===== config.mk =====
export PLATFORM = sky130hd
export DESIGN_NAME = sc_or_acc
export DESIGN_NICKNAME = d
export VERILOG_FILES = /design/src/rtl/sc_or_acc_pkg.sv /design/src/rtl/sc_or_acc_or_c.sv /design/src/rtl/sc_or_acc.sv
export SDC_FILE = /design/constraint.sdc
export NUM_CORES = 1
export LEC_CHECK = 0
export BUFFER_PORTS_ARGS = -buffer_cell sky130_fd_sc_hd__clkbuf_2
export CELL_PAD_IN_SITES_DETAIL_PLACEMENT = 0
export CELL_PAD_IN_SITES_GLOBAL_PLACEMENT = 1
export CORE_MARGIN = 5
export CORE_UTILIZATION = 27
export DETAILED_ROUTE_END_ITERATION = 8
export PLACE_DENSITY_LB_ADDON = 0.15
export SETUP_SLACK_MARGIN = 0.4
export SLEW_MARGIN = 30
export SYNTH_ARGS = -nofsm -noshare
export SYNTH_HDL_FRONTEND = slang
export SYNTH_SLANG_ARGS = --single-unit

===== constraint.sdc =====
create_clock -name SC_OR_ACC_CLOCK_50 -period 1.4 [get_ports SC_OR_ACC_CLOCK_50]
set_input_delay 0.14 -clock SC_OR_ACC_CLOCK_50 [delete_from_list [all_inputs] [get_ports SC_OR_ACC_CLOCK_50]]
set_output_delay 0.14 -clock SC_OR_ACC_CLOCK_50 [all_outputs]
set_load 0.03 [all_outputs]

===== src/rtl/sc_or_acc_pkg.sv =====
// ============================================================================
// sc_or_acc_pkg : shared FSM state encoding and default widths for sc_or_acc
// Revision      : 1.0
// ============================================================================
`default_nettype none

package sc_or_acc_pkg;

  localparam int unsigned DEF_DATAWIDTH  = 8;
  localparam int unsigned DEF_COUNTWIDTH = 8;

  typedef enum logic [1:0] {
    IDLE  = 2'b00,
    ACCUM = 2'b01,
    HOLD  = 2'b10
  } state_e;

endpackage

`default_nettype wire


===== src/rtl/sc_or_acc_or_c.sv =====
// ============================================================================
// sc_or_acc_or_c : combinational bitwise OR stage (SC_OR_C) feeding the accumulator
// Revision       : 1.0
// ============================================================================
`default_nettype none

module sc_or_acc_or_c #(
  parameter int unsigned NUMBER_DATAWIDTH = 8
) (
  input  logic [NUMBER_DATAWIDTH-1:0] a_in,
  input  logic [NUMBER_DATAWIDTH-1:0] b_in,
  output logic [NUMBER_DATAWIDTH-1:0] z_out
);

  assign z_out = a_in | b_in;

endmodule

`default_nettype wire


===== src/rtl/sc_or_acc.sv =====
// ============================================================================
// sc_or_acc : frame-level OR accumulator with valid/ready result port.
//             Optional beat counter built when SC_OR_ACC_COUNT_EN is defined.
// Revision  : 1.0
// ============================================================================
`default_nettype none

module sc_or_acc
  import sc_or_acc_pkg::*;
#(
  parameter int unsigned NUMBER_DATAWIDTH  = DEF_DATAWIDTH,
  parameter int unsigned NUMBER_COUNTWIDTH = DEF_COUNTWIDTH
) (
  input  logic                         SC_OR_ACC_CLOCK_50,
  input  logic                         SC_OR_ACC_RESET_InHigh,
  input  logic [NUMBER_DATAWIDTH-1:0]  SC_OR_ACC_data_In,
  input  logic                         SC_OR_ACC_valid_In,
  input  logic                         SC_OR_ACC_last_In,
  output logic                         SC_OR_ACC_ready_Out,
  output logic [NUMBER_DATAWIDTH-1:0]  SC_OR_ACC_z_Out,
  output logic                         SC_OR_ACC_valid_Out,
  input  logic                         SC_OR_ACC_ready_In
`ifdef SC_OR_ACC_COUNT_EN
  ,
  output logic [NUMBER_COUNTWIDTH-1:0] SC_OR_ACC_count_Out
`endif
);

  state_e                      state_q, state_d;
  logic [NUMBER_DATAWIDTH-1:0] acc_q, acc_d;
  logic [NUMBER_DATAWIDTH-1:0] or_operand;
  logic [NUMBER_DATAWIDTH-1:0] or_result;
  logic                        in_beat;
  logic                        out_beat;

  if (NUMBER_DATAWIDTH < 1 || NUMBER_COUNTWIDTH < 1) begin : g_cfg_invalid
  end

  // Handshake flags come only from the registered state, never from inputs.
  assign SC_OR_ACC_ready_Out = (state_q == IDLE) || (state_q == ACCUM);
  assign SC_OR_ACC_valid_Out = (state_q == HOLD);
  assign SC_OR_ACC_z_Out     = acc_q;

  assign in_beat  = SC_OR_ACC_valid_In  & SC_OR_ACC_ready_Out;
  assign out_beat = SC_OR_ACC_valid_Out & SC_OR_ACC_ready_In;

  // First word of a frame must not pick up stale accumulator bits.
  assign or_operand = (state_q == IDLE) ? '0 : acc_q;

  sc_or_acc_or_c #(
    .NUMBER_DATAWIDTH(NUMBER_DATAWIDTH)
  ) u_or_c (
    .a_in  (SC_OR_ACC_data_In),
    .b_in  (or_operand),
    .z_out (or_result)
  );

  always_comb begin
    state_d = state_q;
    acc_d   = acc_q;
    case (state_q)
      IDLE, ACCUM: begin
        if (in_beat) begin
          acc_d   = or_result;
          state_d = SC_OR_ACC_last_In ? HOLD : ACCUM;
        end
      end
      HOLD: begin
        if (out_beat) begin
          acc_d   = '0;
          state_d = IDLE;
        end
      end
      default: begin
        acc_d   = '0;
        state_d = IDLE;
      end
    endcase
  end

  always_ff @(posedge SC_OR_ACC_CLOCK_50) begin
    if (SC_OR_ACC_RESET_InHigh) begin
      state_q <= IDLE;
      acc_q   <= '0;
    end else begin
      state_q <= state_d;
      acc_q   <= acc_d;
    end
  end

`ifdef SC_OR_ACC_COUNT_EN
  logic [NUMBER_COUNTWIDTH-1:0] count_q, count_d;

  assign SC_OR_ACC_count_Out = count_q;

  always_comb begin
    count_d = count_q;
    case (state_q)
      IDLE: begin
        if (in_beat) begin
          count_d = NUMBER_COUNTWIDTH'(1);
        end
      end
      ACCUM: begin
        // Saturate at all-ones rather than wrapping on long frames.
        if (in_beat && (count_q != '1)) begin
          count_d = count_q + NUMBER_COUNTWIDTH'(1);
        end
      end
      HOLD: begin
        if (out_beat) begin
          count_d = '0;
        end
      end
      default: begin
        count_d = '0;
      end
    endcase
  end

  always_ff @(posedge SC_OR_ACC_CLOCK_50) begin
    if (SC_OR_ACC_RESET_InHigh) begin
      count_q <= '0;
    end else begin
      count_q <= count_d;
    end
  end
`endif

endmodule

`default_nettype wire


**Word level (Yosys, flattened, before mapping)**

Index checks and enable logic that the tools add are counted.

- Bits in registers: 10
- Bits in latches: 0
- RAM bits: 0
- ROM bits: 0
- Input port bits: 13
- Output and inout bits: 10
- Word-level logic and storage cells: 21
- Memories kept: 0

- Add/subtract/negate cells: 0
- Multipliers: 0
- Divide/modulo/power cells: 0
- Order comparisons: 0
- Eq/ne operators: 4
- Shift-type cells: 0
- Multiplexer cells: 8
- Bitwise gates (word level): 3
- Reduce and logical (&&, ||, !) cells: 4

Operator list:

| cell | number |
|---|---|
| 8-bit two-way mux | 3 |
| 8-bit case mux with 2 select lines | 1 |
| 8-bit bitwise OR | 1 |
| 2-bit two-way mux | 3 |
| 2-bit case mux with 2 select lines | 1 |
| 1-bit AND | 2 |
| 2-bit by 1-bit equality test with 1-bit output (second input constant) | 1 |
| 2-bit equality test (second input constant) | 1 |
| 2-bit logical NOT | 1 |
| 2-bit by 1-bit inequality test with 1-bit output (second input constant) | 1 |
| 2-bit inequality test (second input constant) | 1 |
| 2-bit AND reduction | 1 |
| 2-bit OR reduction | 1 |
| 1-bit logical OR | 1 |

**Logic depth before layout (Yosys ltp)**

Gate-level depths: netlist of run 1.

- Depth in word-level cells: 5
- Mapped depth: 4
- Depth with buffers taken out: 3

**By module**

Synthesis of run 1 repeated with hierarchy kept, for this count alone.

- Cells, all modules: 59
- Area total of the unflattened synthesis: 581.8 um^2

By module, submodules not included:

| module | instances | cells each | area an instance (um^2) | sequential area each (um^2) |
|---|---|---|---|---|
| sc_or_acc | 1 | 51 | 531.8 | 200.2 |
| sc_or_acc_or_c | 1 | 8 | 50.0 | 0.0 |

**Least setup slack after synthesis of run 1**

Ideal clock, no wire load.

- Path type: reg2reg
- Start point: register state_q[1]
- End point: register acc_q[0] (netlist: SC_OR_ACC_z_Out[0])
- Arrival time: 1.001 ns
- Data required time: 1.283 ns
- Path slack: 0.283 ns
- Cell stages (with the launch flop): 4
- Buffers on the path: 0
- Period minus slack after synthesis: 1.117 ns
- Path through: dfxtp_1 nor2b_2 a22o_4 a22o_1

RTL lines:

| what | line | source |
|---|---|---|
| start, declared | sc_or_acc.sv:29 | `state_e state_q, state_d;` |
| start signal, assigned | sc_or_acc.sv:86 | `state_q <= state_d;` |
| 2-bit equality test * | sc_or_acc.sv:41 | `assign SC_OR_ACC_valid_Out = (state_q == HOLD);` |
| via SC_OR_ACC_valid_Out | sc_or_acc.sv:21 | `output logic SC_OR_ACC_valid_Out,` |
| 1-bit AND | sc_or_acc.sv:45 | `assign out_beat = SC_OR_ACC_valid_Out & SC_OR_ACC_ready_In;` |
| 2-bit by 1-bit inequality test with 1-bit output (no line) | -- |  |
| 2-bit AND reduction (no line) | -- |  |
| end signal, assigned | sc_or_acc.sv:84 | `acc_q <= '0;` |
| end signal, assigned | sc_or_acc.sv:87 | `acc_q <= acc_d;` |
| end, declared | sc_or_acc.sv:30 | `logic [NUMBER_DATAWIDTH-1:0] acc_q, acc_d;` |

Mark *: on every way through the listed nets, which the timed path passes. The rest lies on a longest branch. The select of a mux whose other input is x is not followed.
A chain may end at the register's enable or synchronous reset.

**Worst setup path in the final report of run 1**

- Start point: register state_q[0]
- End point: register acc_q[5] (netlist: SC_OR_ACC_z_Out[5])

- Word-level cells in the longest chain between the ends: 5

Ends and longest elaborated chain:

| what | line |
|---|---|
| 2-bit logical NOT or 2-bit by 1-bit equality test with 1-bit output (tied branches) | sc_or_acc.sv:40, sc_or_acc.sv:48, sc_or_acc.sv:61 |
| 8-bit two-way mux or 1-bit logical OR (tied branches) | sc_or_acc.sv:48, sc_or_acc.sv:40 |
| 8-bit bitwise OR or 1-bit AND (tied branches) | sc_or_acc_or_c.sv:15, sc_or_acc.sv:44 |
| 8-bit two-way mux or 2-bit inequality test (tied branches) | -- |
| 8-bit case mux with 2 select lines or 2-bit AND reduction (tied branches) | -- |

Several ways; a longest one is shown, not always the timed one. The select of a mux whose other input is x is not followed.

==> results_tabular.tex, run 1 <==
\begin{tabular}{lr}
\hline
Metric & Value \\
\hline
\multicolumn{2}{l}{\textbf{Run status}} \\
Result of the run & finished, final reports clean \\
\multicolumn{2}{l}{\textbf{Final layout}} \\
Finished layout cell area & roughly 530 um2 \\
Commonest non-fill, non-tap cells in the layout & clkbuf\_2, dfxtp\_1, a22o\_1 \\
Number of nets in the layout & 70 \\
Antenna cell count & 0 \\
Layout overhead on the synthesized area & 50.88\% \\
FILL cells & 133 \\
Most frequent standard cell in the layout excluding fill and tap cells & clkbuf\_2 \\
Proportion of layout cells with a drive suffix above 1 & a little over half \\
Share of the core filled with cells & between 40\% and 50\% \\
\multicolumn{2}{l}{\textbf{Drt}} \\
DRC violations left & 0 \\
Overall routed net length & 841 um \\
Via count & 325 \\
First DRT Iteration DRCs & 2 \\
Pre-antenna DRT Iters & 2 \\
Avg Vias per Cell & around 4.6 \\
Post-DR wirelength/cell & 12.01 um \\
Post-DRT Antenna Nets & 0 \\
\multicolumn{2}{l}{\textbf{Critical path}} \\
Worst Path Class, Setup & reg2reg \\
CP Capture Type & flip-flop \\
Startpoint type of the worst setup path & flip-flop \\
Number of buffers and inverters on the critical path & 0 \\
Delay of the slowest critical-path stage & about 0.36 ns \\
Maximum fanout along the worst path & 8 \\
Cell Chain, Critical Path & nand2b\_4 -> a22o\_4 -> a22o\_1 \\
Crit path launch & state\_q[0] \\
Reg2Reg Launch Point & state\_q[0] \\
Reg2Reg Setup Slack & 0.30 ns \\
Arrival time worst endpoint & between 1 and 1.5 ns \\
Number of cell instances on the worst register-to-register path & 3 \\
Worst endpoint required time & 1.55 ns \\
Critical Path Slowest Stage Cell & dfxtp\_4 \\
CP delay by family, top & compound AO/OA/AOI/OAI gates \\
Destination of the worst register-to-register timing path & SC\_OR\_ACC\_z\_Out[5] \\
\multicolumn{2}{l}{\textbf{Timing}} \\
Max Freq & 0.9113 GHz \\
Largest clock skew in the final design & around 0.0096 ns \\
Total count of hold-check failures in the final report & 0 \\
Period minus WS final & between 1 and 1.5 ns \\
Slew of the pin with the lowest slew margin & just over 0.3 ns \\
Relative slew slack & around four fifths \\
RSZ-0062 raised after global routing & yes \\
Portion of the clock cycle consumed by the worst path in the final layout & about 80\% \\
Final critical-path setup slack & 0.3026 ns \\
Final number of setup-violating endpoints & 0 \\
Aggregate negative setup slack & 0 ns \\
Max Transition Viols Final & 0 \\
\multicolumn{2}{l}{\textbf{Pwr}} \\
Fraction of power consumed by sequential logic & between 50\% and 60\% \\
LEAKAGE & between 0.2 and 0.3 nW \\
Switching portion of total power & 27.77\% \\
Clock power share & between 30\% and 40\% \\
Ratio of total power to cell area & about 1200 mW/mm2 \\
Net switching power & roughly 0.00018 W \\
Worst-case vdd ir drop & roughly 600 uV \\
Cell-internal power & 0.0004574 W \\
Logic pwr share & 20.1\% \\
\multicolumn{2}{l}{\textbf{Clocking}} \\
Clock tree from TritonCTS & done \\
Number of H-tree levels & 1 \\
Hold bufs inserted after CTS & 0 \\
CTS root buf & clkbuf\_4 \\
TritonCTS Buffers & 3 \\
Clock-pin slew of the registers on the worst-case setup and hold paths & about 0.070 ns \\
Maximum root-to-sink buffer count & 2 \\
Clock net sink count & 10 \\
Skew-Pair Late Insertion Delay & 0.26 ns \\
\multicolumn{2}{l}{\textbf{Global route}} \\
Antenna violations before repair & 0 \\
Global-route wire length before repair & between 1000 and 1500 um \\
All-Layer GR Usage & approximately 9.1\% \\
Number of global-route vias before repair & 345 \\
Aggregate global routing overflow & 0 \\
Maximum number of pins on one net before global-route repair & 9 \\
\multicolumn{2}{l}{\textbf{Placed design}} \\
Routability-driven placement congestion ratio & about 0.67 \\
Worst setup slack before clock tree synthesis & 0.3163 ns \\
Instance area at placement & about 490 um2 \\
Post-DP HPWL & 723.6 um \\
Number of port buffers & 22 \\
\multicolumn{2}{l}{\textbf{Logic synthesis}} \\
Number of warnings reported in the yosys synthesis log & 0 \\
Proportion of synthesized area in mux cells & 0\% \\
Synth Area in XOR/XNOR & 0\% \\
Top-area cell type share of the netlist area & a little under three fifths \\
Synthesized-area fraction occupied by and/or/nand/nor cells & between 10\% and 20\% \\
Post-synthesis register bit count & 10 \\
Area contributors post-synth & dfxtp\_1, a22o\_1, a22o\_4, nand2b\_1, nor2\_1 \\
Post-synthesis compound-gate area fraction & $\sim$29\% \\
Net count of the mapped netlist & between 40 and 50 \\
Unique cell type count in the Yosys netlist & 12 \\
Dominant combinational cell family by area after synthesis & compound AO/OA/AOI/OAI gates \\
Summed instance area of the synthesized netlist & around 350 um2 \\
Number of instances in the synthesized netlist & 31 \\
Post-synthesis adder-cell area fraction & 0\% \\
Top cell type by total area after synthesis & dfxtp\_1 \\
Part of the Yosys area used for sequential elements & a little under three fifths \\
Avg Inst Size Synth & about 11 um2 \\
\multicolumn{2}{l}{\textbf{Hold path}} \\
HP Start & SC\_OR\_ACC\_RESET\_InHigh \\
Path type of the worst min-delay path & in2reg \\
Hold path endpoint & state\_q[1] \\
Cell count of the worst hold path & 2 \\
\multicolumn{2}{l}{\textbf{Floorplanning}} \\
Full die area & between 0.002 and 0.0025 mm2 \\
I/O pin total & 23 \\
Vertical die dimension & roughly 46 um \\
Cell Rows & 13 \\
Die W & $\sim$46 um \\
Starting utilization of the core area & 27.91\% \\
Standard cell core area & $\sim$0.0013 mm2 \\
\multicolumn{2}{l}{\textbf{Run}} \\
Number of maximum-capacitance constraint violations & 0 \\
\hline
\end{tabular}
-- final cells by class --
class / instances / area, um2 / share of cell area, %
clock buffers: 3 / 22.52 / 4.215
inverters: 1 / 3.754 / 0.7026
multi-input cells: 19 / 157.7 / 29.51
flip-flops and latches: 10 / 205.2 / 38.41
well taps: 15 / 18.77 / 3.513
repair buffers: 22 / 126.4 / 23.65
-- worst max-delay path by stage --
stage               slack, ns  cells past startpoint                   to
floorplan                0.37                      3   SC_OR_ACC_z_Out[0]
global placement         0.35                      3   SC_OR_ACC_z_Out[0]
detailed placement       0.32                      3   SC_OR_ACC_z_Out[1]
CTS                      0.29                      2  SC_OR_ACC_valid_Out
global route             0.28                      3   SC_OR_ACC_z_Out[5]
finish                   0.30                      3   SC_OR_ACC_z_Out[5]
-- cells by family after synthesis --
logic type             Yosys count
AOI/OAI and AO/OA               11
and+or+nand+nor                  8
DFF                             10
buffers and inverters            2
-- synth_stat cells, drive strengths merged --
cell,n
nor2,3
buf,1
a21oi,1
a2111oi,1
and2,1
dfxtp,10
nor2b,1
inv,1
nand3,1
a22o,9
nand2b,2
-- sequential cells by signal, summed over array words and instances, names as in the netlist --
| name | flops |
|---|---|
| SC_OR_ACC_z_Out | 8 |
| state_q | 2 |
-- worst reg2reg max path, stage by stage, from the launching register on --
cell	delay, ns
dfxtp_4	0.36
nand2b_4	0.14
a22o_4	0.27
a22o_1	0.21
-- repair_timing --
item / CTS / global route
setup endpoints to repair: 10 / 10
gates resized for setup: 5 / 3
buffers inserted: 0 / 0
pin swaps: 1 / 0
-- per-layer routing --
layer	GRT usage, %	share of wire (%)	vias up
met5	0	0	-
met1	8.353	37	144
met2	15.66	48	18
met3	8.594	15	0
li1	-	-	163
met4	0	0	0
-- per-stage QoR --
| step | hold slack (ns) | total power [W] | instances |
|---|---|---|---|
| floorplan | 0.2091 | 0.0004011 | 31 |
| global placement | 0.3432 | 0.0004427 | 67 |
| detailed placement | 0.3538 | 0.0004467 | 67 |
| CTS | 0.07017 | 0.0006402 | 70 |
| global route | 0.07521 | 0.0006561 | 70 |
| finish | 0.07374 | 0.0006333 | 70 |
-- power by group through the flow --
stage                     Sequential [W]  Clock, W  Combinational, W
final                           0.000316  0.000190          0.000127
after global routing            0.000319  0.000202          0.000135
after detailed placement        0.000323         0          0.000124
after global placement          0.000322         0          0.000120
after floorplan                 0.000353         0         0.0000479
after CTS                       0.000317  0.000197          0.000127
(Power assumes the default switching activity.)
==> run 2, diff against run 1 <==
- ABC_AREA: unset -> 1
- CORE_UTILIZATION: 27 -> 30
- clock period: 1.4 -> 1.1 ns (I/O delays scaled with it)
==> results_tabular.tex, run 2 <==
\begin{tabular}{lr}
\hline
Metric & Value \\
\hline
\multicolumn{2}{l}{\textbf{Run status}} \\
Result of the run & finished, final reports clean \\
\multicolumn{2}{l}{\textbf{Floorplanning}} \\
Die W & 52.84 um (+14\%) \\
Full die area & 0.002792 mm2 (+31\%) \\
Cell Rows & 15 (+2) \\
I/O pin total & 23 (unchanged) \\
Starting utilization of the core area & 31.88\% (+4.0 points) \\
Vertical die dimension & 52.84 um (+14\%) \\
Standard cell core area & 0.001727 mm2 (+36\%) \\
\multicolumn{2}{l}{\textbf{Critical path}} \\
CP Capture Type & output pin \\
Worst endpoint required time & 0.99 ns (-0.56 ns) \\
Startpoint type of the worst setup path & flip-flop \\
Maximum fanout along the worst path & 5 (-3) \\
Worst Path Class, Setup & reg2out \\
Arrival time worst endpoint & 0.98 ns (-0.26 ns) \\
\multicolumn{2}{l}{\textbf{Placed design}} \\
Post-DP HPWL & 996.1 um (+38\%) \\
Number of port buffers & 22 (unchanged) \\
Worst setup slack before clock tree synthesis & 0.08120 ns (-0.2351 ns) \\
Routability-driven placement congestion ratio & 0.7173 (+7.2\%) \\
\multicolumn{2}{l}{\textbf{Drt}} \\
Overall routed net length & 1407 um (+67\%) \\
Post-DRT Antenna Nets & 0 (unchanged) \\
Avg Vias per Cell & 4.175 (-10\%) \\
Pre-antenna DRT Iters & 4 (+2) \\
Post-DR wirelength/cell & 10.27 um (-15\%) \\
First DRT Iteration DRCs & 4 (+2) \\
DRC violations left & 0 (unchanged) \\
Via count & 572 (+76\%) \\
\multicolumn{2}{l}{\textbf{Clocking}} \\
Number of H-tree levels & 1 (unchanged) \\
Maximum root-to-sink buffer count & 2 (unchanged) \\
Skew-Pair Late Insertion Delay & 0.26 ns (about the same) \\
TritonCTS Buffers & 3 (unchanged) \\
CTS root buf & clkbuf\_4 \\
Clock tree from TritonCTS & done \\
Clock-pin slew of the registers on the worst-case setup and hold paths & 0.07 ns (about the same) \\
Clock net sink count & 10 (unchanged) \\
\multicolumn{2}{l}{\textbf{Run}} \\
Number of maximum-capacitance constraint violations & 0 (unchanged) \\
\multicolumn{2}{l}{\textbf{Logic synthesis}} \\
Most frequently used flop master after synthesis & dfxtp\_1 \\
Unique cell type count in the Yosys netlist & 15 (+3) \\
Part of the Yosys area used for sequential elements & 36.36\% (-20 points) \\
Number of instances in the synthesized netlist & 85 (+170\%) \\
Net count of the mapped netlist & 98 (+120\%) \\
Summed instance area of the synthesized netlist & 550.5 um2 (+55\%) \\
EDFF count, synth & 0 (unchanged) \\
Proportion of register bits with asynchronous set or reset after synthesis & 0\% (unchanged) \\
Top-area cell type share of the netlist area & 36.36\% (-20 points) \\
Number of warnings reported in the yosys synthesis log & 0 (unchanged) \\
Post-synthesis register bit count & 10 (unchanged) \\
Top cell type by total area after synthesis & dfxtp\_1 \\
Most instantiated cells after synthesis & nor2\_1, inv\_1, dfxtp\_1 \\
Most frequently used cell type in the post-synthesis netlist & nor2\_1 \\
Avg Inst Size Synth & 6.477 um2 (-43\%) \\
Area contributors post-synth & dfxtp\_1, nor2\_1, a21oi\_2, inv\_1, buf\_6 \\
\multicolumn{2}{l}{\textbf{Final layout}} \\
Antenna cell count & 0 (unchanged) \\
Proportion of layout cells with a drive suffix above 1 & 49.11\% (-5.4 points) \\
Layout overhead on the synthesized area & 64.09\% \\
Largest register FFs & 8 (unchanged) \\
FILL cells & 176 (+32\%) \\
Commonest non-fill, non-tap cells in the layout & nor2\_1, inv\_1, clkbuf\_2 \\
Area of the multi-input gates & 330.3 um2 (+110\%) \\
Most frequent standard cell in the layout excluding fill and tap cells & nor2\_1 \\
Number of nets in the layout & 127 (+81\%) \\
Sequential Area & 217.7 um2 (+6.1\%) \\
\multicolumn{2}{l}{\textbf{Pwr}} \\
LEAKAGE & 0.3984 nW (+53\%) \\
Worst-case vdd ir drop & 573.6 uV (-4.9\%) \\
Ratio of total power to cell area & 1055 mW/mm2 (-11\%) \\
\multicolumn{2}{l}{\textbf{Hold path}} \\
Path type of the worst min-delay path & in2reg \\
\multicolumn{2}{l}{\textbf{Timing}} \\
Final number of setup-violating endpoints & 0 (unchanged) \\
Period minus WS final & $\sim$1.1 ns \\
Aggregate negative setup slack & 0 ns (unchanged) \\
Final critical-path setup slack & 0.009161 ns (-0.2935 ns) \\
Slew of the pin with the lowest slew margin & 0.2276 ns (-0.07407 ns) \\
Portion of the clock cycle consumed by the worst path in the final layout & a little under 100\% \\
Relative slew slack & 84.82\% (+5.5 points) \\
Max Transition Viols Final & 0 (unchanged) \\
Max Freq & approximately 0.92 GHz \\
RSZ-0062 raised after global routing & yes \\
Total count of hold-check failures in the final report & 0 (unchanged) \\
Largest clock skew in the final design & 0.0005790 ns (-0.008985 ns) \\
\multicolumn{2}{l}{\textbf{Global route}} \\
All-Layer GR Usage & 11.71\% (+2.6 points) \\
Maximum number of pins on one net before global-route repair & 11 (+2) \\
Antenna violations before repair & 0 (unchanged) \\
Global-route wire length before repair & 2325 um (+71\%) \\
Aggregate global routing overflow & 0 (unchanged) \\
Number of global-route vias before repair & 563 (+63\%) \\
\hline
\end{tabular}
[run 2: cell types whose count changed in the layout (fill, tap and decap cells not counted), sizes merged]
| cell | change |
|---|---|
| nand4 | +1 |
| inv | +14 |
| a22o | -9 |
| nand2b | -2 |
| and2 | -1 |
| nand3 | +2 |
| clkbuf | -8 |
| a21oi | +8 |
| buf | +12 |
| nand2 | +2 |
| nor2 | +39 |
| o31ai | +1 |
| a2111oi | -1 |
| nor2b | -1 |
[run 2: path summary, 6_finish.rpt]
kind | cells past startpoint | slack (ns) | end | from
min | 4 | 0.14 | state_q[0] | SC_OR_ACC_last_In
min reg2reg | 2 | 0.54 | state_q[0] | state_q[0]
max reg2reg | 6 | 0.05 | SC_OR_ACC_z_Out[7] | state_q[0]
max | 3 | 0.009 | SC_OR_ACC_valid_Out | state_q[1]
[run 2: through the flow]
step,hold WS [ns],util [%],area (um2),std cells,total power [W]
floorplan,0.2668,-,599.3,85,0.0005727
global placement,0.4143,42.90,740.7,132,0.0006376
detailed placement,0.4042,42.90,740.7,132,0.0006384
CTS,0.1207,50.29,868.3,137,0.0009402
global route,0.1650,52.32,903.4,137,0.001009
finish,0.1381,52.32,903.4,137,0.0009526
[run 2: area by class of cell]
| type | count | area share (%) |
|---|---|---|
| Multi-Input combinational cell | 58 | 36.57 |
| Timing Repair Buffer | 26 | 26.59 |
| Sequential cell | 10 | 24.10 |
| Inverter | 15 | 6.787 |
| Tap cell | 25 | 3.463 |
| Clock buffer | 3 | 2.493 |
[run 2: per-layer routing]
metal	GRT usage (%)	part of all wire (%)	routed length, um	vias up
met4	8.085	1.2	17	0
met3	3.419	6.4	90	2
met5	0	0	0	-
li1	-	-	-	312
met2	18.18	46	647	12
met1	13.61	46	652	246
[run 2: cell families (layout without fill, tap and decap cells)]
kind of cell           Yosys count  count (layout)  synth area share, %
flip-flops                      10              10                36.36
buffers and inverters           17              44                12.95
AND/OR/NAND/NOR                 48              48                35.68
AO/OA/AOI/OAI                   10              10                15.00
[run 2: timing repair]
item,4_1_cts,5_1_grt
buffers inserted,2,0
setup endpoints to repair,20,20
hold buffers,0,0
resized for setup,21,14
pin swaps,1,13
[run 2: power breakdown]
part	internal, W	total [W]	leakage, nW	switching (W)
Sequential	0.000387	0.000413	0.0867	0.0000260
Clock	0.000126	0.000258	0.0138	0.000132
Combinational	0.000126	0.000282	0.298	0.000155
[run 2: worst max-delay path, stage by stage, from the launching register on]
cell	delay, ns
dfxtp_4	0.42
inv_6	0.06
nor2_4	0.11
buf_8	0.13
